File: src/rtl/avalon_st_packet_enforcer_if.sv
// Avalon-ST stream bundle: data, valid, rdy, sop, eop, empty.
// Latency: none, this is a plain signal bundle.
// Backpressure: rdy is driven by the slave side and flows back to the master.
interface avalon_st_if #(
    parameter int DATA_WIDTH_IN_BYTES = 16
);
    // log2up: ceil(log2(n)) with a floor of 1 bit.
    localparam int EMPTY_W = (DATA_WIDTH_IN_BYTES > 1) ? $clog2(DATA_WIDTH_IN_BYTES) : 1;

    logic [8*DATA_WIDTH_IN_BYTES-1:0] data;
    logic                             valid;
    logic                             rdy;
    logic                             sop;
    logic                             eop;
    logic [EMPTY_W-1:0]               empty;

    modport master (output data, valid, sop, eop, empty, input rdy);
    modport slave  (input data, valid, sop, eop, empty, output rdy);
endinterface

File: src/rtl/avalon_st_packet_enforcer.sv
// Packet framing enforcer: drops orphan beats, masks stray sop, truncates oversize packets.
// Latency: 1 cycle through the output register; error pulses are also 1 cycle after acceptance.
// Backpressure: msg_in.rdy = !rst & (!msg_out.valid | msg_out.rdy); stalled output holds all fields.
module avalon_st_packet_enforcer #(
    parameter int DATA_WIDTH_IN_BYTES = 16,
    parameter int MAX_PACKET_BEATS    = 64
) (
    input  logic       clk,
    input  logic       rst,
    avalon_st_if.slave  msg_in,
    avalon_st_if.master msg_out,
    output logic       err_no_sop,
    output logic       err_extra_sop,
    output logic       err_oversize
);
    localparam int DW      = 8 * DATA_WIDTH_IN_BYTES;
    localparam int EMPTY_W = (DATA_WIDTH_IN_BYTES > 1) ? $clog2(DATA_WIDTH_IN_BYTES) : 1;
    localparam int CNT_W   = $clog2(MAX_PACKET_BEATS + 1);
    localparam logic [CNT_W-1:0] CNT_MAX = CNT_W'(MAX_PACKET_BEATS);
    localparam logic [CNT_W-1:0] CNT_ONE = CNT_W'(1);

    typedef enum logic [1:0] {IDLE, IN_PACKET, DISCARD} state_t;

    state_t             r_state;
    state_t             w_state_nxt;
    logic [CNT_W-1:0]   r_cnt;
    logic [CNT_W-1:0]   w_cnt_nxt;

    logic               r_vld;
    logic               r_sop;
    logic               r_eop;
    logic [DW-1:0]      r_data;
    logic [EMPTY_W-1:0] r_empty;

    logic               r_err_no_sop;
    logic               r_err_extra_sop;
    logic               r_err_oversize;

    logic               w_rdy;
    logic               w_accept;
    logic               w_fwd;
    logic               w_sop;
    logic               w_eop;
    logic [EMPTY_W-1:0] w_empty;
    logic               w_e_no_sop;
    logic               w_e_extra_sop;
    logic               w_e_oversize;

    // Ready depends only on the output register, so every drop decision is made at acceptance.
    assign w_rdy      = !rst && (!r_vld || msg_out.rdy);
    assign w_accept   = msg_in.valid && w_rdy;
    assign msg_in.rdy = w_rdy;

    assign msg_out.valid = r_vld;
    assign msg_out.sop   = r_sop;
    assign msg_out.eop   = r_eop;
    assign msg_out.data  = r_data;
    assign msg_out.empty = r_empty;

    assign err_no_sop    = r_err_no_sop;
    assign err_extra_sop = r_err_extra_sop;
    assign err_oversize  = r_err_oversize;

    // Framing state and beat count advance only on accepted beats.
    always_ff @(posedge clk or posedge rst) begin
        if (rst) begin
            r_state <= IDLE;
            r_cnt   <= '0;
        end else begin
            r_state <= w_state_nxt;
            r_cnt   <= w_cnt_nxt;
        end
    end

    // Decide forward/drop, the rewritten sop/eop/empty and the error flags for the current beat.
    always_comb begin
        w_state_nxt   = r_state;
        w_cnt_nxt     = r_cnt;
        w_fwd         = 1'b0;
        w_sop         = 1'b0;
        w_eop         = 1'b0;
        w_empty       = '0;
        w_e_no_sop    = 1'b0;
        w_e_extra_sop = 1'b0;
        w_e_oversize  = 1'b0;
        if (w_accept) begin
            case (r_state)
                IDLE, DISCARD: begin
                    if (msg_in.sop) begin
                        w_fwd   = 1'b1;
                        w_sop   = 1'b1;
                        w_eop   = msg_in.eop;
                        w_empty = msg_in.eop ? msg_in.empty : '0;
                        if (msg_in.eop) begin
                            w_state_nxt = IDLE;
                            w_cnt_nxt   = '0;
                        end else begin
                            w_state_nxt = IN_PACKET;
                            w_cnt_nxt   = CNT_ONE;
                        end
                    end else if (r_state == IDLE) begin
                        w_e_no_sop = 1'b1;
                    end else if (msg_in.eop) begin
                        // Tail of a truncated packet ends quietly.
                        w_state_nxt = IDLE;
                    end
                end
                IN_PACKET: begin
                    w_fwd         = 1'b1;
                    w_e_extra_sop = msg_in.sop;
                    if (msg_in.eop) begin
                        w_eop       = 1'b1;
                        w_empty     = msg_in.empty;
                        w_state_nxt = IDLE;
                        w_cnt_nxt   = '0;
                    end else if (r_cnt + CNT_ONE == CNT_MAX) begin
                        // Limit reached: close the packet here and swallow the rest of it.
                        w_eop        = 1'b1;
                        w_e_oversize = 1'b1;
                        w_state_nxt  = DISCARD;
                        w_cnt_nxt    = '0;
                    end else begin
                        w_cnt_nxt = r_cnt + CNT_ONE;
                    end
                end
                default: begin
                    w_state_nxt = IDLE;
                    w_cnt_nxt   = '0;
                end
            endcase
        end
    end

    // Output register: load forwarded beats, clear valid once consumed, hold while stalled.
    always_ff @(posedge clk or posedge rst) begin
        if (rst) begin
            r_vld   <= 1'b0;
            r_sop   <= 1'b0;
            r_eop   <= 1'b0;
            r_data  <= '0;
            r_empty <= '0;
        end else if (w_fwd) begin
            r_vld   <= 1'b1;
            r_sop   <= w_sop;
            r_eop   <= w_eop;
            r_data  <= msg_in.data;
            r_empty <= w_empty;
        end else if (msg_out.rdy) begin
            r_vld   <= 1'b0;
        end
    end

    // Error pulses are registered so each lasts exactly one cycle.
    always_ff @(posedge clk or posedge rst) begin
        if (rst) begin
            r_err_no_sop    <= 1'b0;
            r_err_extra_sop <= 1'b0;
            r_err_oversize  <= 1'b0;
        end else begin
            r_err_no_sop    <= w_e_no_sop;
            r_err_extra_sop <= w_e_extra_sop;
            r_err_oversize  <= w_e_oversize;
        end
    end
endmodule

File: src/flat_wrapper.sv
// flat-port wrapper written by rule: the top's interface ports become plain ports
module avalon_st_packet_enforcer_flat 
#(
    parameter int DATA_WIDTH_IN_BYTES = 16,
    parameter int MAX_PACKET_BEATS    = 64
)
  (clk, rst, err_no_sop, err_extra_sop, err_oversize, msg_in_data, msg_in_valid, msg_in_sop, msg_in_eop, msg_in_empty, msg_in_rdy, msg_out_data, msg_out_valid, msg_out_sop, msg_out_eop, msg_out_empty, msg_out_rdy);
  avalon_st_if #(.DATA_WIDTH_IN_BYTES(DATA_WIDTH_IN_BYTES)) msg_in_i ();
  avalon_st_if #(.DATA_WIDTH_IN_BYTES(DATA_WIDTH_IN_BYTES)) msg_out_i ();
  input  logic clk;
  input  logic rst;
  output logic err_no_sop;
  output logic err_extra_sop;
  output logic err_oversize;
  input wire logic [$bits(msg_in_i.data)-1:0] msg_in_data;
  input wire logic [$bits(msg_in_i.valid)-1:0] msg_in_valid;
  input wire logic [$bits(msg_in_i.sop)-1:0] msg_in_sop;
  input wire logic [$bits(msg_in_i.eop)-1:0] msg_in_eop;
  input wire logic [$bits(msg_in_i.empty)-1:0] msg_in_empty;
  output wire logic [$bits(msg_in_i.rdy)-1:0] msg_in_rdy;
  output wire logic [$bits(msg_out_i.data)-1:0] msg_out_data;
  output wire logic [$bits(msg_out_i.valid)-1:0] msg_out_valid;
  output wire logic [$bits(msg_out_i.sop)-1:0] msg_out_sop;
  output wire logic [$bits(msg_out_i.eop)-1:0] msg_out_eop;
  output wire logic [$bits(msg_out_i.empty)-1:0] msg_out_empty;
  input wire logic [$bits(msg_out_i.rdy)-1:0] msg_out_rdy;
  assign msg_in_i.data = msg_in_data;
  assign msg_in_i.valid = msg_in_valid;
  assign msg_in_i.sop = msg_in_sop;
  assign msg_in_i.eop = msg_in_eop;
  assign msg_in_i.empty = msg_in_empty;
  assign msg_in_rdy = msg_in_i.rdy;
  assign msg_out_data = msg_out_i.data;
  assign msg_out_valid = msg_out_i.valid;
  assign msg_out_sop = msg_out_i.sop;
  assign msg_out_eop = msg_out_i.eop;
  assign msg_out_empty = msg_out_i.empty;
  assign msg_out_i.rdy = msg_out_rdy;
  avalon_st_packet_enforcer #(.DATA_WIDTH_IN_BYTES(DATA_WIDTH_IN_BYTES), .MAX_PACKET_BEATS(MAX_PACKET_BEATS)) u_core (.clk(clk), .rst(rst), .msg_in(msg_in_i), .msg_out(msg_out_i), .err_no_sop(err_no_sop), .err_extra_sop(err_extra_sop), .err_oversize(err_oversize));
endmodule
File: config.mk
export PLATFORM = sky130hd
export DESIGN_NAME = avalon_st_packet_enforcer_flat
export DESIGN_NICKNAME = d
export VERILOG_FILES = /design/src/rtl/avalon_st_packet_enforcer_if.sv /design/src/rtl/avalon_st_packet_enforcer.sv /design/src/flat_wrapper.sv
export SDC_FILE = /design/constraint.sdc
export NUM_CORES = 1
export LEC_CHECK = 0
export ABC_AREA = 1
export CORE_AREA = 2 2 109 111
export DETAILED_ROUTE_END_ITERATION = 12
export DIE_AREA = 0 0 111 113
export DONT_BUFFER_PORTS = 1
export PLACE_DENSITY = 0.66
export SLEW_MARGIN = 10
export SYNTH_ARGS = -nofsm -noshare
export SYNTH_HDL_FRONTEND = slang
export SYNTH_SLANG_ARGS = --single-unit
File: constraint.sdc
create_clock -name clk -period 7.15 [get_ports clk]
set_input_delay 1.7875 -clock clk [delete_from_list [all_inputs] [get_ports clk]]
set_output_delay 1.7875 -clock clk [all_outputs]
set_load 0.01 [all_outputs]
---- Yosys cells after proc, flatten, opt, wreduce, memory -nomap -nowiden ----
Index checks and enable logic that the tools add are counted.
word-level totals
  flip-flop bits (word level) ............. 147
  input port bits ......................... 138
  output and inout port bits .............. 139
  logic and storage cells ................. 65
cells by class
  $add $sub $neg .......................... 1
  eq/ne operators ......................... 7
  multiplexer cells ....................... 37
  reductions and logical operators ........ 10
operator list
  cell                 number
  $mux 1               21
  $mux 7               3
  $pmux 7 s2           1
  $mux 4               3
  $mux 2               5
  $pmux 4 s2           1
  $add 7x1->7 const B  1
  $eq 7x7->1 const B   1
  $ne 3x3->1 const B   2
  $pmux 1 s2           2
  $pmux 2 s2           1
  $reduce_and 4->1     1
  $ne 3x2->1 const B   1
  $eq 2x1->1 const B   1
  $eq 2x2->1 const B   1
  $logic_and 1x1->1    2
  $logic_not 1->1      2
  $logic_not 2->1      1
  $ne 2x2->1 const B   1
  $reduce_and 2->1     1
  $reduce_bool 2->1    1
  $reduce_or 2->1      1
  $logic_or 1x1->1     1

---- Depth between registers and ports, before layout ----
Gate-level depths: netlist of the first run.
  depth in word-level cells ............... 6
  mapped depth ............................ 11
  gate-level depth less buffers ........... 11

---- Worst setup path before layout of the first run ----
OpenSTA, ideal clock, no wires.
  path type ............................... input port to output port
  start point ............................. input port msg_out_rdy
  end point ............................... output port msg_in_rdy
  data arrival time ....................... 1.968 ns
  required time ........................... 5.362 ns
  setup slack ............................. 3.394 ns
  cell stages on the path ................. 2
  buffers on the path ..................... 0
  path through ............................ nor2_1 nor2_2
between the ends
  longest elaborated chain between the ends .. 2
RTL lines
  element             RTL line                         RTL
  start: declaration  flat_wrapper.sv:26               input wire logic [$bits(msg_out_i.rdy)-1:0] msg_out_rdy;
  $logic_or 1x1->1    avalon_st_packet_enforcer.sv:50  assign w_rdy = !rst && (!r_vld || msg_out.rdy);
  $logic_and 1x1->1   avalon_st_packet_enforcer.sv:50
  end: declaration    flat_wrapper.sv:20               output wire logic [$bits(msg_in_i.rdy)-1:0] msg_in_rdy;
No other way between the ends.

---- Worst setup path after layout of the first run ----
  start point ............................. input port msg_out_rdy
  end point ............................... register u_core.r_data[26] (netlist: u_core.msg_out.data[26])
between the ends
  longest elaborated chain between the ends .. 4
RTL lines
  element                 RTL line                          RTL
  $logic_or 1x1->1        avalon_st_packet_enforcer.sv:50
  $logic_and 1x1->1       avalon_st_packet_enforcer.sv:50
  named net msg_in_rdy    flat_wrapper.sv:20
  $logic_and 1x1->1       avalon_st_packet_enforcer.sv:51   assign w_accept = msg_in.valid && w_rdy;
  $mux 1                  avalon_st_packet_enforcer.sv:86   if (w_accept) begin
  end signal: assignment  avalon_st_packet_enforcer.sv:146  r_data <= msg_in.data;
  end: declaration        avalon_st_packet_enforcer.sv:32   logic [DW-1:0] r_data;
The timed path passes the listed nets, and every way through them passes these cells.
A chain may end at the register's enable or synchronous reset.

==> summary.md, run 1 <==
| Metric | Value |
|---|---|
| Final wirelength | 12600 um |
| Vias post-DR | 4089 |
| Largest net degree at the start of global routing | 88 |
| Buffers & Inverters on Critical Path | 2 |
| Most frequent CP cell | nand2_1 |
| Power, Total | between 2000 and 3000 uW |
| Final setup TNS | 0 ns |
| Syn avg cell area | 8.74 um^2 |
| CP Class | primary input to register |
| CTS clk-pin slew, worst paths | 0.06 ns |
| DRT met1 WL | about 5000 um |
| FF+latch area | 0.00368 mm^2 |
| Die Footprint | between 0.01 and 0.015 mm^2 |
| Slew at the pin closest to its max-slew limit | just over 1 ns |
| Leak | 0.00345 uW |
| Final period util | between 50% and 60% |
| Fin crit period | a little under 4 ns |
| Die Wd | 111 um |
| Sink Count | between 100 and 150 |
| Multi-input gate area | 0.00184 mm^2 |
| Final setup viols | 0 |
| Max clock buf depth | 2 |
| DIE HEIGHT | between 100 and 150 um |
| First-pass GRT wire length | 20300 um |
| Antenna-violating nets left | 0 |
| Met2 routed WL | 6260 um |
| Boundary Pins | 277 |
| Core Area | 0.0113 mm^2 |
| Final worst slack | about 3.2 ns |
| ANT cells | 0 |
| Routability cong. | roughly 0.81 |
| Cell with the largest stage delay on the worst path | nor2_4 |
| Net Count, Synth | roughly 800 |
| H-tree depth | 4 |
| DR iter-0 viols | about 290 |
| Number of I/O port buffers | 0 |
| Count of non-filler cells in the finished layout | 806 |
| Sequential share of the synthesized area | around 64% |
| Crit path max-delay family | simple AND/OR/NAND/NOR gates |
| Unrepaired setup endpoints after global routing | false |
| DP Worst Slack | 2.77 ns |
| Power per cell area | 465 mW/mm^2 |
| Worst EP arrival | 4.21 ns |
| Tot GR Track Use | 20.6% |
| Worst path required time | 7.44 ns |
| Slew margin rel. | 31.8% |
| Mapped Area | 0.00574 mm^2 |
| Slew Viols, Final | 0 |
| Async SR Flop Fraction | 100% |
| MaxCap Viol Count | 0 |
| Post-DP HPWL | around 8700 um |
| CP peak stage delay | about 0.80 ns |
| Ys Warns | 0 |
| Peak VDD IR | 0.256 mV |
| WL met3 | 1140 um |
| DR pass1 iterations | 4 |
| Root Buffer Master | clkbuf_16 |
| Status | completed |
| Gr ovfl total | 0 |
| Min-Delay Path Class | register to register |
| Post-synth top area share | 64.1% |
| Drc violations | 0 |
| Synth top area cells | dfrtp_1 (64%), nand2_1 (27%), buf_2 (1.7%), buf_4 (0.92%), nand3_1 (0.87%) |
| Cell total after placement | 774 |
| Fin. Hold Viols | 0 |
| Post-CTS Hold Buffers | 0 |
| Crit-path max FO | 76 |
| EDFF count, synth | 0 |
| Synth area leader | dfrtp_1 |
| Seq cells post-synth | 147 |
| Cell Rows | 39 |
| Skew-Pair Late Insertion Delay | roughly 0.41 ns |
| # Post-CTS Setup Buffers | 0 |
| Synth unique cells | 23 |
| CTS Buf Count | 17 |
| Crit end category | register |
| Initial antenna violation count | 0 |
| Cells after Synth | 657 |
| # fillers | 1015 |
| Fraction of layout cells with a size suffix above 1 | 6.64% |
| Drt wl/cell | 15.7 um |
| Resized cells post-CTS | 0 |
| Starting Density | 50.9% |
| Max layer used | met4 |
| Fin nets | ~790 |
| Area growth, synth to finish | 10.9% |
| Vias per cell | 5.07 |
| TritonCTS clock tree | built |
| Vias in the first global route | around 4100 |
| Max Clk Rate | 256 MHz |
| CP startpoint kind | primary input |
| CP Cell Sequence | nor2_1 > nor2_2 > nand2_2 > nor2_4 > inv_4 > buf_4 > nand2_1 > nand2_1 |
| Post-synth top flop | dfrtp_1 |
| Worst Skew | just under 0.005 ns |
-- synthesized netlist by cell type (3+ instances only) --
cell type,count
a21oi_1,3
buf_4,7
inv_2,3
o21ai_0,9
nand3_1,10
dfrtp_1,147
inv_1,11
nand2_1,419
nor2_1,12
buf_2,20
-- layout make-up --
| type | instances | share of cell area (%) |
|---|---|---|
| sequential | 147 | 57.8 |
| tap | 143 | 2.81 |
| clock buffer | 24 | 8.04 |
| timing repair buffer | 3 | 0.354 |
| inverter | 14 | 0.943 |
| multi-input combinational | 467 | 28.9 |
| clock inverter | 8 | 1.16 |
-- report_power, final --
part	internal (uW)	switching, uW
registers	1200	449
logic	164	292
clock network	532	324
-- cell usage in the layout, fill, tap and decap left out --
cell type | Yosys | routed
a21oi_1 | 3 | 3
a21oi_2 | 1 | 1
a32o_1 | 1 | 1
buf_4 | 7 | 3
bufinv_16 | 0 | 1
clkbuf_1 | 1 | 1
clkbuf_16 | 0 | 17
clkbuf_8 | 0 | 6
clkinv_2 | 0 | 4
clkinv_4 | 0 | 1
clkinvlp_4 | 0 | 2
dfrtp_1 | 147 | 147
ha_1 | 1 | 1
inv_1 | 11 | 10
inv_2 | 3 | 2
inv_4 | 0 | 1
inv_6 | 0 | 1
nand2_1 | 419 | 419
nand2_2 | 1 | 1
nand3_1 | 10 | 10
nand3b_1 | 1 | 1
nor2_1 | 12 | 12
nor2_2 | 2 | 2
nor2_4 | 2 | 2
nor3_1 | 1 | 1
o21ai_0 | 9 | 9
o21ai_1 | 1 | 1
o21bai_1 | 2 | 2
xor2_1 | 1 | 1
-- kinds of logic (layout without fill, tap and decap cells) --
logic type | count (synthesis) | after routing | share of synthesized area, %
buffers and inverters | 43 | 49 | 3.84
adders and majority gates | 1 | 1 | 0.218
DFF | 147 | 147 | 64.1
xor gates and xnor gates | 1 | 1 | 0.153
AOI/OAI and AO/OA | 17 | 17 | 1.72
and+or+nand+nor | 448 | 448 | 30.0
-- sequential cells by signal, summed over array words and instances, names as in the netlist --
name,flops
u_core.msg_out.empty,4
u_core.err_no_sop,1
u_core.msg_out.eop,1
u_core.err_extra_sop,1
u_core.msg_out.sop,1
u_core.err_oversize,1
u_core.r_cnt,7
u_core.msg_out.valid,1
u_core.msg_out.data,128
u_core.r_state,2
-- per-stage QoR --
| step | util [%] | instance area [um^2] | hold WS (ns) |
|---|---|---|---|
| after global routing | 56.5 | 6370 | 0.561 |
| final | 56.5 | 6370 | 0.534 |
| after CTS | 56.5 | 6370 | 0.529 |
| after global placement | 51.3 | 5780 | 0.506 |
| after floorplan | - | 5740 | 0.483 |
| after detailed placement | 51.3 | 5780 | 0.512 |
-- final timing paths --
check,startpoint,endpoint,slack [ns],depth (start not counted)
max,msg_out_rdy,u_core.msg_out.data[26],3.24,8
max reg2reg,u_core.msg_out.valid,u_core.msg_out.data[26],4.11,9
min in group asynchronous,rst,u_core.msg_out.valid,1.31,1
min,u_core.r_state[0],u_core.r_state[0],0.53,2
min reg2reg,u_core.r_state[0],u_core.r_state[0],0.53,2
max in group asynchronous,rst,u_core.msg_out.data[4],4.40,2
-- worst reg2reg max path, cell delays in order, from the launching register on --
cell,delay (ns)
dfrtp_1,0.42
inv_2,0.07
nor2_1,0.04
nor2_2,0.17
nand2_2,0.18
nor2_4,0.80
inv_4,0.48
buf_4,0.48
nand2_1,0.22
nand2_1,0.07
-- layer usage --
layer / up-vias / global-route usage [%]
met3: 23 / 7.34
li1: 1974 / -
met4: 0 / 8.83
met2: 190 / 34.8
met1: 1902 / 24.0
met5: - / 0
Power figures use the tool's default switching activity.
==> run 2, diff against run 1 <==
- ABC_AREA: 1 -> 0
- CORE_AREA: 2 2 109 111 -> 2 2 108 110
- DIE_AREA: 0 0 111 113 -> 0 0 110 112
- clock period: 7.15 -> 3.9 ns (I/O delays scaled with it)
==> run 2 against run 1 <==
Global-route usage fell by 1.7 points. Hold slack worse by 0.057 ns. Setup slack got worse by 1.7 ns. Critical path depth decreased by 6. Die area shrank 1.8%. Wire length is 7.5% lower. Largest cell class unchanged. Highest routed layer unchanged.
==> summary.md, run 2 <==
| Metric | Value |
|---|---|
| Status | completed |
| Crit end category | output pin |
| CP startpoint kind | primary input |
| Fin nets | 517 (-34%) |
| CTS Buf Count | 17 (unchanged) |
| Max Clk Rate | 429 MHz |
| Post-synthesis mux area share | 25.7% (+26 points) |
| Routability cong. | 0.819 (+1.5%) |
| Post-CTS Hold Buffers | 0 (unchanged) |
| Net Count, Synth | 514 (-35%) |
| Buffers & Inverters on Critical Path | 0 (-2) |
| CP Cell Sequence | nor2b_1 > nor2_1 |
| Die Wd | 110 um (-0.90%) |
| Most frequent cells after synthesis | dfrtp_1 (147), mux2_2 (128), buf_2 (15), nand2_1 (15), o21ai_0 (11) |
| Final wirelength | 11700 um (-7.5%) |
| Antenna-violating nets left | 0 (unchanged) |
| Vias post-DR | 3024 (-26%) |
| Slew Viols, Final | 0 (unchanged) |
| Largest net degree at the start of global routing | 139 (+58%) |
| CP peak stage delay | 0.25 ns (-0.55 ns) |
| Root Buffer Master | clkbuf_16 |
| Async SR Flop Fraction | 100% (unchanged) |
| Number of I/O port buffers | 0 (unchanged) |
| CP Class | primary input to output pin |
| MaxCap Viol Count | 0 (unchanged) |
| Drc violations | 0 (unchanged) |
| Most common cell in the netlist | dfrtp_1 |
| Worst Skew | 0.00555 ns (+0.000703 ns) |
| Commonest non-fill, non-tap cells in the layout | dfrtp_1 (147), mux2_2 (128), clkbuf_16 (17) |
| Final period util | 59.8% |
| Fin crit period | 2.33 ns |
| Vias in the first global route | 3183 (-22%) |
| Slew margin rel. | 48.6% (+17 points) |
| Core Area | 0.0112 mm^2 (-0.87%) |
| Post-DP HPWL | 8380 um (-4.0%) |
| Worst EP arrival | 1.36 ns (-2.85 ns) |
| Fin. Hold Viols | 0 (unchanged) |
| Ys Warns | 0 (unchanged) |
| CTS clk-pin slew, worst paths | 0.06 ns (about the same) |
| DR iter-0 viols | 233 (-19%) |
| Largest family of logic cells by synthesized area | multiplexers |
| Final setup TNS | 0 ns (unchanged) |
| # fillers | 852 (-16%) |
| Cell with the largest stage delay on the worst path | nor2b_1 |
| Sink Count | 147 (unchanged) |
| Final setup viols | 0 (unchanged) |
| Crit-path max FO | 4 (-95%) |
| Xor-xnor portion of the synthesized cell area | 0% (-0.15 points) |
| DR pass1 iterations | 5 (+1) |
| First-pass GRT wire length | 17000 um (-16%) |
| Mapped Area | 0.00569 mm^2 (-0.89%) |
| Synth area leader | dfrtp_1 |
| Drt wl/cell | 21.8 um (+39%) |
| Crit path max-delay family | simple AND/OR/NAND/NOR gates |
| Cells after Synth | 375 (-43%) |
| Fin area | 0.00644 mm^2 (+1.1%) |
| Synth unique cells | 36 (+57%) |
| Initial antenna violation count | 1 (+1) |
| DIE HEIGHT | 112 um (-0.88%) |
| Boundary Pins | 277 (unchanged) |
| Area growth, synth to finish | 13.2% |
| Seq cells post-synth | 147 (unchanged) |
| Fraction of layout cells with a size suffix above 1 | 42.2% (+36 points) |
| Cell Rows | 39 (unchanged) |
| Post-synth top flop | dfrtp_1 |
| Post-synth top area share | 64.7% (+0.58 points) |
| Starting Density | 50.9% (about the same) |
| Max clock buf depth | 2 (unchanged) |
| Simple-gate share of the synthesized area | 4.29% (-26 points) |
| Syn avg cell area | 15.2 um^2 (+74%) |
| Resized cells post-CTS | 0 (unchanged) |
| Sequential share of the synthesized area | 64.7% (+0.58 points) |
| Vias per cell | 5.65 (+11%) |
| H-tree depth | 4 (unchanged) |
| TritonCTS clock tree | built |
| Peak VDD IR | 0.428 mV (+67%) |
| Area post-placement | 0.00582 mm^2 (+0.63%) |
| Unrepaired setup endpoints after global routing | false |
| Tot GR Track Use | 18.8% (-1.7 points) |
| Adder-cell area share of the yosys netlist | 0.220% (+0.0020 points) |
| Largest register FFs | 128 (unchanged) |
| EDFF count, synth | 0 (unchanged) |
| Power per cell area | 868 mW/mm^2 (+87%) |
| Complex-gate fraction of the synthesized area | 3.17% (+1.4 points) |
| Synth top area cells | dfrtp_1 (65%), mux2_2 (25%), buf_2 (1.3%), nand2_1 (0.99%), o21ai_0 (0.97%) |
| Skew-Pair Late Insertion Delay | 0.41 ns (about the same) |
| Leak | 0.00280 uW (-19%) |
| Most common cell after layout, fill and taps aside | dfrtp_1 |
| Gr ovfl total | 0 (unchanged) |
| Min-Delay Path Class | primary input to asynchronous set/reset pin |
| Die Footprint | 0.0123 mm^2 (-1.8%) |
| Slew at the pin closest to its max-slew limit | 0.771 ns (-0.249 ns) |
| Worst path required time | 2.92 ns (-4.52 ns) |
| # Post-CTS Setup Buffers | 0 (unchanged) |
-- run 2: changes by cell type in the layout (fill, tap and decap cells not counted), moves of 5 or more --
cell	previous run	this run
clkbuf_8	6	1
nor2_1	12	6
nand2_1	419	15
mux2_2	0	128
inv_1	10	2
-- run 2: per-layer routing --
| layer | vias to the layer above | share of wire (%) | wire (um) | GRT usage (%) |
|---|---|---|---|---|
| met4 | 0 | 2.1 | 242 | 9.37 |
| met3 | 18 | 12 | 1460 | 9.43 |
| li1 | 1328 | - | - | - |
| met2 | 191 | 52 | 6060 | 31.8 |
| met1 | 1487 | 34 | 3920 | 18.9 |
| met5 | - | 0 | 0 | 0 |
-- run 2: area by class of cell --
cell class | instances | area [um^2] | area share, %
clock inverter | 14 | 180 | 2.80
antenna | 1 | 2.50 | 0.0389
timing repair buffer | 3 | 47.5 | 0.738
tap | 143 | 179 | 2.78
multi-input combinational | 206 | 1900 | 29.5
clock buffer | 18 | 439 | 6.82
inverter | 3 | 15.0 | 0.233
sequential | 147 | 3680 | 57.1
-- run 2: path summary, 6_finish.rpt --
path,startpoint,endpoint,slack (ns),cells after the start
worst max register to register,u_core.r_state[0],u_core.msg_out.data[61],1.72,4
min in group clk,u_core.r_cnt[4],u_core.r_cnt[4],0.52,1
worst min register to register,u_core.r_cnt[4],u_core.r_cnt[4],0.52,1
worst max-delay path,msg_out_rdy,msg_in_rdy,1.57,2
worst min-delay path,rst,u_core.msg_out.valid,0.48,1
max in group asynchronous,rst,u_core.msg_out.data[59],2.50,2
-- run 2: per-stage QoR --
step	utilization [%]	cells	setup WS, ns	hold WS [ns]	total power (uW)
after floorplan	-	375	1.08	0.484	3660
after global placement	52.1	502	1.39	0.513	3910
after detailed placement	52.1	502	1.31	0.518	3990
after CTS	57.6	534	1.57	0.476	5670
after global routing	57.6	535	1.56	0.507	5880
final	57.6	535	1.57	0.477	5590
-- run 2: cells by family (layout without fill, tap and decap cells) --
family,count (synthesis),count (layout)
other cells,0,1
buf+inv,22,38
fa+ha+maj,1,1
mux,130,130
simple gates,48,48
flops,147,147
compound gates,27,27
-- run 2: power by group --
group	leakage (uW)	switching [uW]	internal [uW]
sequential	0.00176	889	2250
combinational	0.000755	269	526
clock	0.000285	631	1030
